$ cat src/rtl/uart_rx_pkg.sv
// Shared UART receiver definitions: data/divider widths, bit count, FSM state type.
package uart_rx_pkg;

  localparam int UART_DATA_SIZE     = 8;
  localparam int UART_BAUD_DIV_SIZE = 16;
  localparam int UART_DATA_BITS     = 8;
  localparam int UART_BIT_CNT_W     = $clog2(UART_DATA_BITS);

  typedef enum logic [1:0] {
    ST_IDLE,
    ST_START,
    ST_DATA,
    ST_STOP
  } type_uart_rx_states_e;

endpackage

$ cat src/rtl/uart_rx_sync.sv
// Two-flop synchronizer for the serial line plus a falling-edge detector
// that looks only at synchronized samples.
module uart_rx_sync (
  input  logic clk,
  input  logic rst_n,
  input  logic rx_pin_i,
  output logic rx_sync_o,
  output logic fall_o
);

  logic meta_q;
  logic sync_q;
  logic prev_q;

  // Flops reset high so an idle line never looks like a start edge.
  always_ff @(posedge clk or negedge rst_n) begin
    if (!rst_n) begin
      meta_q <= 1'b1;
      sync_q <= 1'b1;
      prev_q <= 1'b1;
    end else begin
      meta_q <= rx_pin_i;
      sync_q <= meta_q;
      prev_q <= sync_q;
    end
  end

  assign rx_sync_o = sync_q;
  assign fall_o    = prev_q & ~sync_q;

endmodule

$ cat src/rtl/uart_rx.sv
// UART receiver: 8N1 / 8N2 framing, mid-bit sampling from a programmable divider,
// valid/ready output holding register with overrun detection.
// Optional macro UART_RX_FRAME_ERR_EN enables stop-bit checking and frame_err_o;
// without it stop-bit values are ignored and every frame is delivered.
//
// state    | meaning
// ---------+--------------------------------------------------------------
// ST_IDLE  | waiting for a synchronized 1->0 edge on the line
// ST_START | half a bit time in; confirm start bit is still low
// ST_DATA  | sampling 8 data bits, LSB first, into the shifter MSB
// ST_STOP  | sampling one or two stop bits, then deliver or flag error
module uart_rx
  import uart_rx_pkg::*;
(
  input  logic                          clk,
  input  logic                          rst_n,
  input  logic                          rx_pin_i,
  input  logic [UART_BAUD_DIV_SIZE-1:0] baud_div_i,
  input  logic                          two_stop_bits,
  output logic [UART_DATA_SIZE-1:0]     rx_data_o,
  output logic                          valid_o,
  input  logic                          ready_i,
  output logic                          frame_err_o,
  output logic                          overrun_o
);

  localparam logic [UART_BAUD_DIV_SIZE-1:0] CNT_ONE  = UART_BAUD_DIV_SIZE'(1);
  localparam logic [UART_BIT_CNT_W-1:0]     LAST_BIT = UART_BIT_CNT_W'(UART_DATA_BITS - 1);

  type_uart_rx_states_e state_q, state_d;

  logic [UART_BAUD_DIV_SIZE-1:0] cnt_q, cnt_d;
  logic [UART_BAUD_DIV_SIZE-1:0] div_q, div_d;
  logic                          two_stop_q, two_stop_d;
  logic [UART_BIT_CNT_W-1:0]     bit_cnt_q, bit_cnt_d;
  logic                          stop_cnt_q, stop_cnt_d;
  logic [UART_DATA_SIZE-1:0]     shifter_q, shifter_d;
  logic [UART_DATA_SIZE-1:0]     data_q, data_d;
  logic                          valid_q, valid_d;
  logic                          ferr_q, ferr_d;
  logic                          ovr_q, ovr_d;

  logic rx_sync;
  logic rx_fall;
  logic sample_pulse;
  logic deliver;
  logic stop_bad;

  uart_rx_sync u_sync (
    .clk       (clk),
    .rst_n     (rst_n),
    .rx_pin_i  (rx_pin_i),
    .rx_sync_o (rx_sync),
    .fall_o    (rx_fall)
  );

  assign sample_pulse = (state_q != ST_IDLE) && (cnt_q == CNT_ONE);

`ifdef UART_RX_FRAME_ERR_EN
  assign stop_bad = ~rx_sync;
`else
  assign stop_bad = 1'b0;
`endif

  // State and datapath registers.
  always_ff @(posedge clk or negedge rst_n) begin
    if (!rst_n) begin
      state_q    <= ST_IDLE;
      cnt_q      <= '0;
      div_q      <= '0;
      two_stop_q <= 1'b0;
      bit_cnt_q  <= '0;
      stop_cnt_q <= 1'b0;
      shifter_q  <= '0;
      data_q     <= '0;
      valid_q    <= 1'b0;
      ferr_q     <= 1'b0;
      ovr_q      <= 1'b0;
    end else begin
      state_q    <= state_d;
      cnt_q      <= cnt_d;
      div_q      <= div_d;
      two_stop_q <= two_stop_d;
      bit_cnt_q  <= bit_cnt_d;
      stop_cnt_q <= stop_cnt_d;
      shifter_q  <= shifter_d;
      data_q     <= data_d;
      valid_q    <= valid_d;
      ferr_q     <= ferr_d;
      ovr_q      <= ovr_d;
    end
  end

  // Frame FSM: bit timing, sampling, and end-of-frame decision.
  always_comb begin
    state_d    = state_q;
    cnt_d      = cnt_q;
    div_d      = div_q;
    two_stop_d = two_stop_q;
    bit_cnt_d  = bit_cnt_q;
    stop_cnt_d = stop_cnt_q;
    shifter_d  = shifter_q;
    ferr_d     = 1'b0;
    deliver    = 1'b0;

    if (state_q != ST_IDLE) begin
      cnt_d = sample_pulse ? div_q : (cnt_q - CNT_ONE);
    end

    unique case (state_q)
      ST_IDLE: begin
        if (rx_fall) begin
          state_d    = ST_START;
          div_d      = baud_div_i;
          two_stop_d = two_stop_bits;
          cnt_d      = baud_div_i >> 1;
        end
      end
      ST_START: begin
        if (sample_pulse) begin
          state_d   = rx_sync ? ST_IDLE : ST_DATA;
          bit_cnt_d = '0;
        end
      end
      ST_DATA: begin
        if (sample_pulse) begin
          shifter_d = {rx_sync, shifter_q[UART_DATA_SIZE-1:1]};
          bit_cnt_d = bit_cnt_q + 1'b1;
          if (bit_cnt_q == LAST_BIT) begin
            state_d    = ST_STOP;
            stop_cnt_d = 1'b0;
          end
        end
      end
      ST_STOP: begin
        if (sample_pulse) begin
          if (stop_bad) begin
            ferr_d  = 1'b1;
            state_d = ST_IDLE;
          end else if (two_stop_q && !stop_cnt_q) begin
            stop_cnt_d = 1'b1;
          end else begin
            deliver = 1'b1;
            state_d = ST_IDLE;
          end
        end
      end
      default: state_d = ST_IDLE;
    endcase
  end

  // Output holding register: consume on valid&&ready, drop new byte on overrun.
  always_comb begin
    valid_d = valid_q;
    data_d  = data_q;
    ovr_d   = 1'b0;
    if (valid_q && ready_i) begin
      valid_d = 1'b0;
    end
    if (deliver) begin
      if (valid_q && !ready_i) begin
        ovr_d = 1'b1;
      end else begin
        data_d  = shifter_q;
        valid_d = 1'b1;
      end
    end
  end

  assign rx_data_o   = data_q;
  assign valid_o     = valid_q;
  assign frame_err_o = ferr_q;
  assign overrun_o   = ovr_q;

endmodule

$ cat config.mk
export PLATFORM = sky130hd
export DESIGN_NAME = uart_rx
export DESIGN_NICKNAME = d
export VERILOG_FILES = /design/src/rtl/uart_rx_pkg.sv /design/src/rtl/uart_rx_sync.sv /design/src/rtl/uart_rx.sv
export SDC_FILE = /design/constraint.sdc
export NUM_CORES = 1
export LEC_CHECK = 0
export CAP_MARGIN = 25
export CORE_MARGIN = 1
export CORE_UTILIZATION = 45
export CTS_BUF_LIST = sky130_fd_sc_hd__clkbuf_8
export DETAILED_ROUTE_END_ITERATION = 8
export GPL_TIMING_DRIVEN = 0
export PLACE_DENSITY = 0.65
export REMOVE_ABC_BUFFERS = 1
export SLEW_MARGIN = 5
export SYNTH_ARGS = -nofsm -noshare
export SYNTH_HDL_FRONTEND = slang
export SYNTH_SLANG_ARGS = --single-unit
$ cat constraint.sdc
create_clock -name clk -period 3.5 [get_ports clk]
set_clock_uncertainty 0.2 [all_clocks]
set_input_delay 1.05 -clock clk [delete_from_list [all_inputs] [get_ports clk]]
set_output_delay 1.05 -clock clk [all_outputs]
set_load 0.005 [all_outputs]
=== Word level (Yosys, flattened, before mapping) ===
Cells that the tools add are included.
W data, S select, Z words.

* Bits in registers: 60
* Bits of input ports: 21
* Output and inout port bits: 11
* Word-level logic and storage cells: 74

* Add/subtract/negate cells: 2
* Equality and inequality tests: 12
* Multiplexer cells: 28
* Bitwise logic cells: 3
* Reduce and logical (&&, ||, !) cells: 16

{| class="wikitable"
|+ Operators by type and width
! kind !! number
|-
| $mux W16 || 4
|-
| $eq A16 B1 Y1 const B || 1
|-
| $sub A16 B1 Y16 const B || 1
|-
| $mux W2 || 7
|-
| $ne A2 B2 Y1 const B || 7
|-
| $mux W1 || 12
|-
| $pmux W2 S4 || 1
|-
| $mux W3 || 2
|-
| $pmux W3 S2 || 1
|-
| $reduce_and A2 Y1 || 3
|-
| $reduce_and A6 Y1 || 1
|-
| $reduce_bool A2 Y1 || 3
|-
| $reduce_and A5 Y1 || 1
|-
| $eq A2 B2 Y1 const B || 2
|-
| $logic_and A1 B1 Y1 || 4
|-
| $add A3 B1 Y3 const B || 1
|-
| $eq A3 B3 Y1 const B || 1
|-
| $reduce_and A3 Y1 || 1
|-
| $eq A2 B1 Y1 const B || 1
|-
| $logic_not A1 Y1 || 2
|-
| $logic_not A2 Y1 || 1
|-
| $not A1 Y1 || 2
|-
| $pmux W1 S2 || 1
|-
| $and A1 B1 Y1 || 1
|}

=== Logic depth before layout (Yosys ltp) ===
Gate-level depths: netlist of the first run.

* Word-level depth: 6
* Depth in mapped cells: 8

=== Hierarchy ===
Synthesis of the first run repeated with hierarchy kept, for this count alone.

* Cell total of the unflattened synthesis: 297
* Area total of the unflattened synthesis: 2,932.8 sq um

{| class="wikitable"
|+ By module, submodules not included
! module !! instances !! cells each !! area an instance (sq um)
|-
| uart_rx || 1 || 293 || 2,840.2
|-
| uart_rx_sync || 1 || 4 || 92.6
|}

=== Least setup slack after synthesis of the first run ===
No wires, ideal clock.

* Kind: input-to-reg
* Start point: in ready_i
* End point: reg data_q[0], in the netlist rx_data_o[0]
* Library setup time: 125 ps
* Data arrival time: 1,849 ps
* Required time: 3,175 ps
* Setup slack: 1,326 ps
* Stages: 4
* Cells stage by stage: nand2b_1 -> nand3_1 -> nor2_8 -> mux2_4

* Longest elaborated chain between the ends: 4

{| class="wikitable"
|+ RTL lines
! what !! line !! source
|-
| start, declared || uart_rx.sv:22 || <nowiki>input logic ready_i,</nowiki>
|-
| $logic_not A1 Y1 || uart_rx.sv:161 || <nowiki>if (valid_q && !ready_i) begin</nowiki>
|-
| $logic_and A1 B1 Y1 || uart_rx.sv:161 ||
|-
| $not A1 Y1 (no line) || - ||
|-
| $reduce_and A2 Y1 (no line) || - ||
|-
| end signal, assigned || uart_rx.sv:87 || <nowiki>data_q <= data_d;</nowiki>
|-
| end, declared || uart_rx.sv:38 || <nowiki>logic [UART_DATA_SIZE-1:0] data_q, data_d;</nowiki>
|}

No other way between the ends.
A chain may end at the register's enable or synchronous reset.

=== Worst setup path after layout of the first run ===
* Start point: reg cnt_q[11]
* End point: reg data_q[2], in the netlist rx_data_o[2]

* Longest elaborated chain between the ends: 5

{| class="wikitable"
|+ RTL lines
! what !! line !! source
|-
| start, declared || uart_rx.sv:32 || <nowiki>logic [UART_BAUD_DIV_SIZE-1:0] cnt_q, cnt_d;</nowiki>
|-
| start signal, assigned || uart_rx.sv:81 || <nowiki>cnt_q <= cnt_d;</nowiki>
|-
| $eq A16 B1 Y1 || uart_rx.sv:57 || <nowiki>assign sample_pulse = (state_q != ST_IDLE) && (cnt_q == CNT_ONE);</nowiki>
|-
| $logic_and A1 B1 Y1 || uart_rx.sv:57 ||
|-
| $mux W1 || uart_rx.sv:136 || <nowiki>if (sample_pulse) begin</nowiki>
|-
| $mux W1 || uart_rx.sv:110 || <nowiki>unique case (state_q)</nowiki>
|-
| $reduce_and A2 Y1 (no line) || - ||
|}

No other way between the ends.

==> results.yml, run 1 <==
logic_synthesis:
  netlist_area_sq_mm: 0.00307
  ys_seq_area_frac: 0.490
  synth.avg_cell_area_sq_um: 10.4
  synth.top_cells.by_area: "dfrtp_1, nand2_1, mux2_4"
  synth.distinct_cells: 50
  synthTopCellsByCount: "nand2_1, dfrtp_1, nor2_1"
  dominantRegCellSynth: "dfrtp_1"
  yosysMostFrequentCell: "nand2_1"
  synth_top_area_share: 0.464
  syn_inst: 296
  synth_warnings: 0
  async_flop_share: 1.00
  synth_seq_cells: 60
  synth_edf_count: 0
  synth_top_area_cell: "dfrtp_1"
finish:
  antenna_cells: 0
  fillers: 606
  area_growth_pct: 18.7
  final_nets: 349
  fin_cells: 406
  drive_gt1_frac: 0.155
sta:
  fin_crit_sh: 0.725
  hold_viol: 0
  worst_slew_pin_slew_ns: 0.776
  period_needed_ns: 2.54
  maxSlewHeadroom: 0.482
  finalSetupViolCount: 0
  rsz0062_at_grt: "false"
  hold_slack_ns: 0.156
  tns_ns: 0
  clock.fmax_mhz: 394
  slew_violations: 0
route:
  viasPerCell: 5.46
  wl_per_cell_um: 15.2
  wirelength_um: 6170
  drt_iter0_markers: 93
  ant_nets: 0
  drc: 0
  vias: 2218
  drt_pass1_iterations: 7
global_route:
  grt_max_degree: 61
  antenna_found_initial: 0
  grt_pass1_vias: 2117
  gr-total-overflow: 0
  track_usage: 0.186
  grt_pass1_wl_um: 10400
clocking:
  cts-root-buf: "clkbuf_8"
  cts-resized-gates: 0
  clk_path_buf_depth: 2
  cts_tree: "done"
  clk_latency_ns: 0.34
  cts_inserted_buffers: 9
  htreeDepth: 3
  cts.sinks: 60
  cts_setup_buffers: 0
  cts_hold_buf: 0
  clk_pin_slew_ns: 0.07
die:
  coreArea_sq_mm: 0.00646
  die-height_um: 84.6
  fp-row-count: 29
  dieArea_sq_mm: 0.00716
  die_w_um: 84.6
  start_util: 0.476
  io_pins: 32
worst_setup_path:
  path_max_fanout: 17
  worstSetupStartpointType: "flop"
  reg2reg_depth: 6
  critical_path_class: "flop to flop"
  crit_path_end_kind: "flop"
  required_ns: 3.53
  crit_path_max_incr_delay_ns: 0.45
  crit_arrival_ns: 2.56
  path_cells: "nor4_4 > nand3_4 > or2_1 > buf_16 > nor2_8 > mux2_4"
  cp_slowest_cell: "nor4_4"
worst_hold_path:
  hold_depth: 0
  min_path_type: "flop to flop"
power:
  finalPower_uw: 2150
  power_density_mw_per_mm2: 590
  leakagePower_uw: 0.00161
  max-vdd-ir-drop_mv: 0.352
place:
  port_buffers: 30
  gp_congestion: 0.795
  hpwl_um: 3990
  dp_cells: 389
run_status:
  status: "complete, no violations"
run:
  maxCapViolations: 0
[worst paths after layout]
| kind | start | endpoint | slack (ns) |
|---|---|---|---|
| worst max-delay path | cnt_q[11]$_DFF_PN0_ | rx_data_o[2]$_DFFE_PN0P_ | 0.96 |
| worst min-delay path | u_sync.meta_q$_DFF_PN1_ | u_sync.rx_sync_o$_DFF_PN1_ | 0.16 |
| worst max register to register | cnt_q[11]$_DFF_PN0_ | rx_data_o[2]$_DFFE_PN0P_ | 0.96 |
| worst min register to register | u_sync.meta_q$_DFF_PN1_ | u_sync.rx_sync_o$_DFF_PN1_ | 0.16 |
| max in group asynchronous | rst_n | bit_cnt_q[1]$_DFFE_PN0P_ | 2.02 |
| min in group asynchronous | rst_n | div_q[13]$_DFFE_PN0P_ | 0.58 |
[logic make-up after synthesis]
logic type,after synthesis,synth area share
fa+ha+maj,4,0.0163
flops,60,0.490
simple gates,130,0.221
other cells,1,0.00122
xor+xnor,9,0.0256
compound gates,45,0.0981
mux,27,0.114
buf+inv,20,0.0338
[power breakdown]
part	leakage [uW]	internal, uW	total [uW]	switching, uW
clock network	0.0000959	346	632	285
registers	0.000761	860	1050	189
logic	0.000756	227	469	242
[metal layers]
metal  vias to the layer above  wire, um  track usage  part of all wire
met4                         0        57       0.0462            0.0092
met1                      1091      3180        0.270              0.52
li1                       1086         -            -                 -
met3                         7       232       0.0570             0.038
met5                         -         0            0                 0
met2                        34      2700        0.273              0.44
[sequential cells by signal, summed over array words and instances (netlist names), named ones only]
name              count
cnt_q                16
div_q                16
rx_data_o             8
shifter_q             8
bit_cnt_q             3
overrun_o             1
state_q               1
stop_cnt_q            1
two_stop_q            1
u_sync.meta_q         1
u_sync.prev_q         1
u_sync.rx_sync_o      1
valid_o               1
[placed cells by master, fill, tap and decap left out, drive strengths merged, types with 4 or more instances in the layout]
cell type and count:
ha 4, xor2 4, nor3 11, o21ai 10, mux2 17, a211oi 4
inv 4, dfrtp 57, xnor2 5, o22ai 5, buf 5, clkdlybuf4s50 29
a31oi 6, nor2 19, nand2 66, mux2i 10, clkbuf 10, nand3 14
o31ai 7
[layout make-up]
type                       count  area (sq um)  area share
sequential                    60          1510       0.413
clock inverter                 6          65.1      0.0178
multi-input combinational    216          1470       0.403
tap                           77          96.3      0.0264
timing repair buffer          34           363      0.0995
clock buffer                  10           138      0.0377
inverter                       3          11.3     0.00309
[metrics by stage]
stage	setup WS [ns]	cell area, sq um	util
after floorplan	0.740	2980	-
after global placement	-0.804	3380	0.523
after detailed placement	0.775	3440	0.532
after CTS	0.831	3640	0.564
after global routing	0.848	3650	0.565
final	0.963	3650	0.565
[worst max-delay path: cells and delay by family (launching register included)]
| kind | cells | cell delay [ns] |
|---|---|---|
| DFF | 1 | 0.43 |
| and+or+nand+nor | 4 | 1.22 |
| buffers and inverters | 1 | 0.23 |
| muxes | 1 | 0.33 |
No activity file was read; power rests on OpenSTA's default activity.
==> inputs of run 2 (changes only) <==
Settings changed: PLACE_DENSITY 0.65 to 0.67.
Clock period 3.5 ns to 2.07 ns, I/O delays scaled along.
==> results.yml, run 2 (synthesized netlist as in run 1, its figures left out) <==
global_route:
  grt_pass1_vias: 2303
  track_usage: 0.215
  use_met2: 0.330
  met3_usage: 0.0423
  busiest_layer: "met2"
  grt_pass1_wl_um: 11700
  antenna_found_initial: 0
  gr-total-overflow: 0
  grt_max_degree: 61
  grt_use_met1: 0.296
power:
  pwr-share-comb: 0.259
  sequentialPowerShare: 0.446
  p_switching_uw: 1400
  p_sw_frac: 0.344
  power_density_mw_per_mm2: 981
  finalPower_uw: 4060
  max-vdd-ir-drop_mv: 0.465
  internal_power_uw: 2670
  leakagePower_uw: 0.00184
  clockPowerShare: 0.295
finish:
  reg_top3: "cnt_q x16, div_q x16"
  antenna_cells: 0
  drive_gt1_frac: 0.307
  final_nets: 375
  design_area_sq_mm: 0.00414
  area_growth_pct: 34.7
  final_cell_mix: "nand2_1, dfrtp_1, clkdlybuf4s50_1"
  final_common_cell: "nand2_1"
worst_setup_path:
  crit_path_end_kind: "flop"
  endpoint: "rx_data_o[1]$_DFFE_PN0P_"
  required_ns: 2.10
  r2r_slack_ns: -0.16
  r2r-end: "rx_data_o[1]$_DFFE_PN0P_"
  worstSetupStartpointType: "flop"
  r2r-start: "cnt_q[8]$_DFF_PN0_"
  path_max_fanout: 8
  reg2reg_depth: 6
  critical_path_class: "flop to flop"
  startpoint: "cnt_q[8]$_DFF_PN0_"
  crit_arrival_ns: 2.26
sta:
  clock.fmax_mhz: 448
  hold_viol: 0
  fin_ws_ns: -0.162
  slew_violations: 0
  fin_crit_sh: 1.08
  finalSetupViolCount: 23
  maxSlewHeadroom: 0.483
  worst_slew_pin_slew_ns: 0.775
  period_needed_ns: 2.23
  rsz0062_at_grt: "true"
run:
  maxCapViolations: 0
place:
  post_dp_cell_area_sq_mm: 0.00342
  hpwl_um: 4020
  port_buffers: 30
  gp_congestion: 0.799
  pre_cts_slack_ns: -0.765
die:
  fp-row-count: 29
  start_util: 0.476
  die-height_um: 84.6
  die_w_um: 84.6
  coreArea_sq_mm: 0.00646
  dieArea_sq_mm: 0.00716
  io_pins: 32
route:
  drt_pass1_iterations: 7
  vias: 2358
  drc: 0
  viasPerCell: 5.46
  wl_per_cell_um: 17.0
  wirelength_um: 7340
  ant_nets: 0
  drt_iter0_markers: 204
run_status:
  violations: "negative setup slack"
  status: "complete, but fails checks"
clocking:
  cts_inserted_buffers: 9
  cts_tree: "done"
  clk_latency_ns: 0.35
  cts-root-buf: "clkbuf_8"
  htreeDepth: 3
  cts.sinks: 60
  clk_pin_slew_ns: 0.08
  clk_path_buf_depth: 2
worst_hold_path:
  min_path_type: "input pin to asynchronous set/reset pin"
[run 2: cell types whose count changed in the layout (fill, tap and decap cells not counted), moves of 3 or more]
| cell | before | now |
|---|---|---|
| buf_12 | 0 | 5 |
| buf_4 | 2 | 19 |
| dfrtp_1 | 57 | 51 |
| dfrtp_2 | 0 | 6 |
| o21ai_0 | 9 | 2 |
| o21ai_2 | 0 | 5 |
| o31ai_1 | 7 | 4 |
[run 2: area by class of cell]
class                      count  area [sq um]
clock buffer                   9           124
clock inverter                 7           100
fill                         498          2320
inverter                       3          11.3
multi-input combinational    217          1660
sequential                    60          1510
tap                           77          96.3
timing repair buffer          59           641
[run 2: how the worst min path moves through the flow]
stage,startpoint,end
detailed placement,u_sync.meta_q$_DFF_PN1_,u_sync.rx_sync_o$_DFF_PN1_
global route,u_sync.meta_q$_DFF_PN1_,u_sync.rx_sync_o$_DFF_PN1_
CTS,u_sync.meta_q$_DFF_PN1_,u_sync.rx_sync_o$_DFF_PN1_
finish,rst_n,div_q[6]$_DFFE_PN0P_
global placement,u_sync.meta_q$_DFF_PN1_,u_sync.rx_sync_o$_DFF_PN1_
floorplan,rst_n,asynchronous set/reset pin
[run 2: critical path, stage by stage, from the launching register on]
cell and delay (ns):
dfrtp_2 0.43, nor4_4 0.39, nand3_4 0.11, or2_4 0.28, buf_16 0.16, nor2_8 0.22
mux2_4 0.32
[run 2: power by group through the flow]
stage | clock network (uW) | registers (uW) | logic (uW)
2_1_floorplan | 0 | 1720 | 606
3_3_place_gp | 0 | 1780 | 759
3_5_place_dp | 0 | 1800 | 788
4_1_cts | 1220 | 1790 | 955
5_1_grt | 1270 | 1850 | 1170
6_report | 1200 | 1810 | 1050
[run 2: metrics by stage]
stage	utilization	TNS (ns)	std cells	hold slack (ns)
after floorplan	-	-17.74	279	0.125
after global placement	0.523	-155.77	386	0.146
after detailed placement	0.530	-27.57	388	0.151
after CTS	0.597	-1.77	417	0.162
after global routing	0.641	-4.89	432	0.165
final	0.641	-2.46	432	0.129
[run 2: routing by layer]
layer / vias to the layer above / part of all wire
met2: 44 / 0.47
li1: 1143 / -
met1: 1160 / 0.47
met4: 0 / 0.018
met3: 11 / 0.037
met5: - / 0
[run 2: what timing repair did]
action	CTS	global route
pin swaps	11	12
hold buffers	0	0
setup endpoints to repair	57	52
gates resized for setup	27	33
setup buffers	13	14
gates cloned	1	1
==> variant: new RTL, config.mk and constraints of run 1 <==
Register the input `baud_div_i` before use, with the module's reset. The logic sees it one clock later. The other inputs are not delayed to match.
--- a/src/rtl/uart_rx.sv
+++ b/src/rtl/uart_rx.sv
@@ -26,6 +26,16 @@
 
   localparam logic [UART_BAUD_DIV_SIZE-1:0] CNT_ONE  = UART_BAUD_DIV_SIZE'(1);
   localparam logic [UART_BIT_CNT_W-1:0]     LAST_BIT = UART_BIT_CNT_W'(UART_DATA_BITS - 1);
+
+  logic [UART_BAUD_DIV_SIZE-1:0] baud_div_q;
+
+  always_ff @(posedge clk or negedge rst_n) begin
+    if (!rst_n) begin
+      baud_div_q <= '0;
+    end else begin
+      baud_div_q <= baud_div_i;
+    end
+  end
 
   type_uart_rx_states_e state_q, state_d;
 
@@ -111,9 +121,9 @@
       ST_IDLE: begin
         if (rx_fall) begin
           state_d    = ST_START;
-          div_d      = baud_div_i;
+          div_d      = baud_div_q;
           two_stop_d = two_stop_bits;
-          cnt_d      = baud_div_i >> 1;
+          cnt_d      = baud_div_q >> 1;
         end
       end
       ST_START: begin
Formal check against the unedited RTL: same outputs for any inputs over 10 cycles, from zero or initial values and one cycle with rst_n low; that may be too few to reach the edited logic, so the function may still have changed.
==> variant against run 1 <==
Routed wire length shrank 3.4%; via count shrank 0.72%; power is 11% higher; synthesized area is 10% higher; setup slack got worse by 0.36 ns; sequential cell count is 16 higher; sequential share of layout area up 6.7 points; maximum frequency down 12%; clock power barely moved; global-route usage is 0.87 points lower; count of clock-buffer cells in the layout increased by 3; cell area up 9.0%; critical path type unchanged; largest cell class unchanged; largest power group unchanged.
==> variant: results (changes against run 1) <==
grt met1 use=25.7% (-1.2 points); GR Util met3=3.92% (-1.8 points); H-tree depth=3 (unchanged); instance count of the mapped netlist=277 (-6.4%); Post-DP Area=0.00377 mm2 (+9.8%); Final nets=328 (-6.0%); Routed met2 length=2.63 mm (-2.5%); CTS Root Cell=clkbuf_8; Worst-Skew Late Latency=0.35 ns; vias per inst=5.41 (-0.97%); Rel. slew slack=35.3% (-13 points); clock group power=632 uW (about the same); first drt pass iteration count=6 (-1); CP max-delay cell=and4_1; GR Layer Usage met2=26.2% (-1.2 points); first-pass GRT wire length=10.6 mm (+1.1%); Worst Path Arrival=2.92 ns (+0.36 ns); Setup Slack @ Placement=0.459 ns (-0.315 ns); LEAKAGE=0.00174 uW (+8.0%); initial antenna violation count=0 (unchanged); Power Sequential=1210 uW (+15%); largest net degree at the start of global routing=51 (-16%); Worst VDD drop=0.253 mV (-28%); number of DRC markers in iteration 0=140 (+51%); Synth top cells by count=dfrtp_1, mux2_2, mux2_1, nor2_1, o21ai_0; Internal=1660 uW (+16%); Placed Cells incl. Taps=390 (+0.26%); share of cells above drive strength 1=16.9% (+1.4 points); GRT Total Usage=17.8% (-0.87 points); Post-Route M1 WL=3.04 mm (-4.5%); Ys Warns=0 (unchanged); via count of the routed design=2,202 (-0.72%); Post-Synth Adder-Cell Area=1.48% (-0.15 points); Tot Pwr=2380 uW (+11%); CP max stage delay=0.74 ns (+0.29 ns); compound-cell area share of the yosys netlist=10.9% (+1.0 points); sequential share of the synthesized area=56.2% (+7.3 points); Synth cell types=49 (-2.0%); xor/xnor share of the synthesized area=1.03% (-1.5 points); Synth area leaders=dfrtp_1, mux2_2, mux2_1, mux2i_1, dfstp_2; wire length per cell=14.7 um (-3.6%); top flop regs=baud_div_q (16), cnt_q (16), div_q (16); gpl congestion=0.730 (-8.2%); DP Wirelength=3.85 mm (-3.6%); Max FO, Critical Path=17 (unchanged); status=complete, no violations; met3 WL=210 um (-9.5%); mux share of post-synthesis cell area=16.2% (+4.7 points)
variant: area by class of cell:
cell class | instances | area [um2]
fillers | 623 | 3280
clock buffers | 13 | 179
multi-input cells | 179 | 1390
repair buffers | 33 | 348
well taps | 99 | 124
flip-flops and latches | 76 | 1910
inverters | 4 | 15.0
clock inverters | 3 | 12.5
variant: worst paths after layout:
check / startpoint / to / slack, ns / cells past startpoint
max in group asynchronous: rst_n / u_sync.meta_q / 2.06 / 2
hold / removal: u_sync.meta_q / u_sync.rx_sync_o / 0.16 / 0
min in group asynchronous: rst_n / div_q[10] / 0.41 / 1
setup / recovery: cnt_q[1] / shifter_q[6] / 0.61 / 6
setup reg to reg: cnt_q[1] / shifter_q[6] / 0.61 / 6
hold reg to reg: u_sync.meta_q / u_sync.rx_sync_o / 0.16 / 0
variant: worst reg2reg max path: stages (launching register included):
cell and delay [ns]:
dfrtp_1 0.41, inv_1 0.09, ha_1 0.16, nor4b_2 0.32, and4_1 0.75, and3_1 0.49, mux2_1 0.36
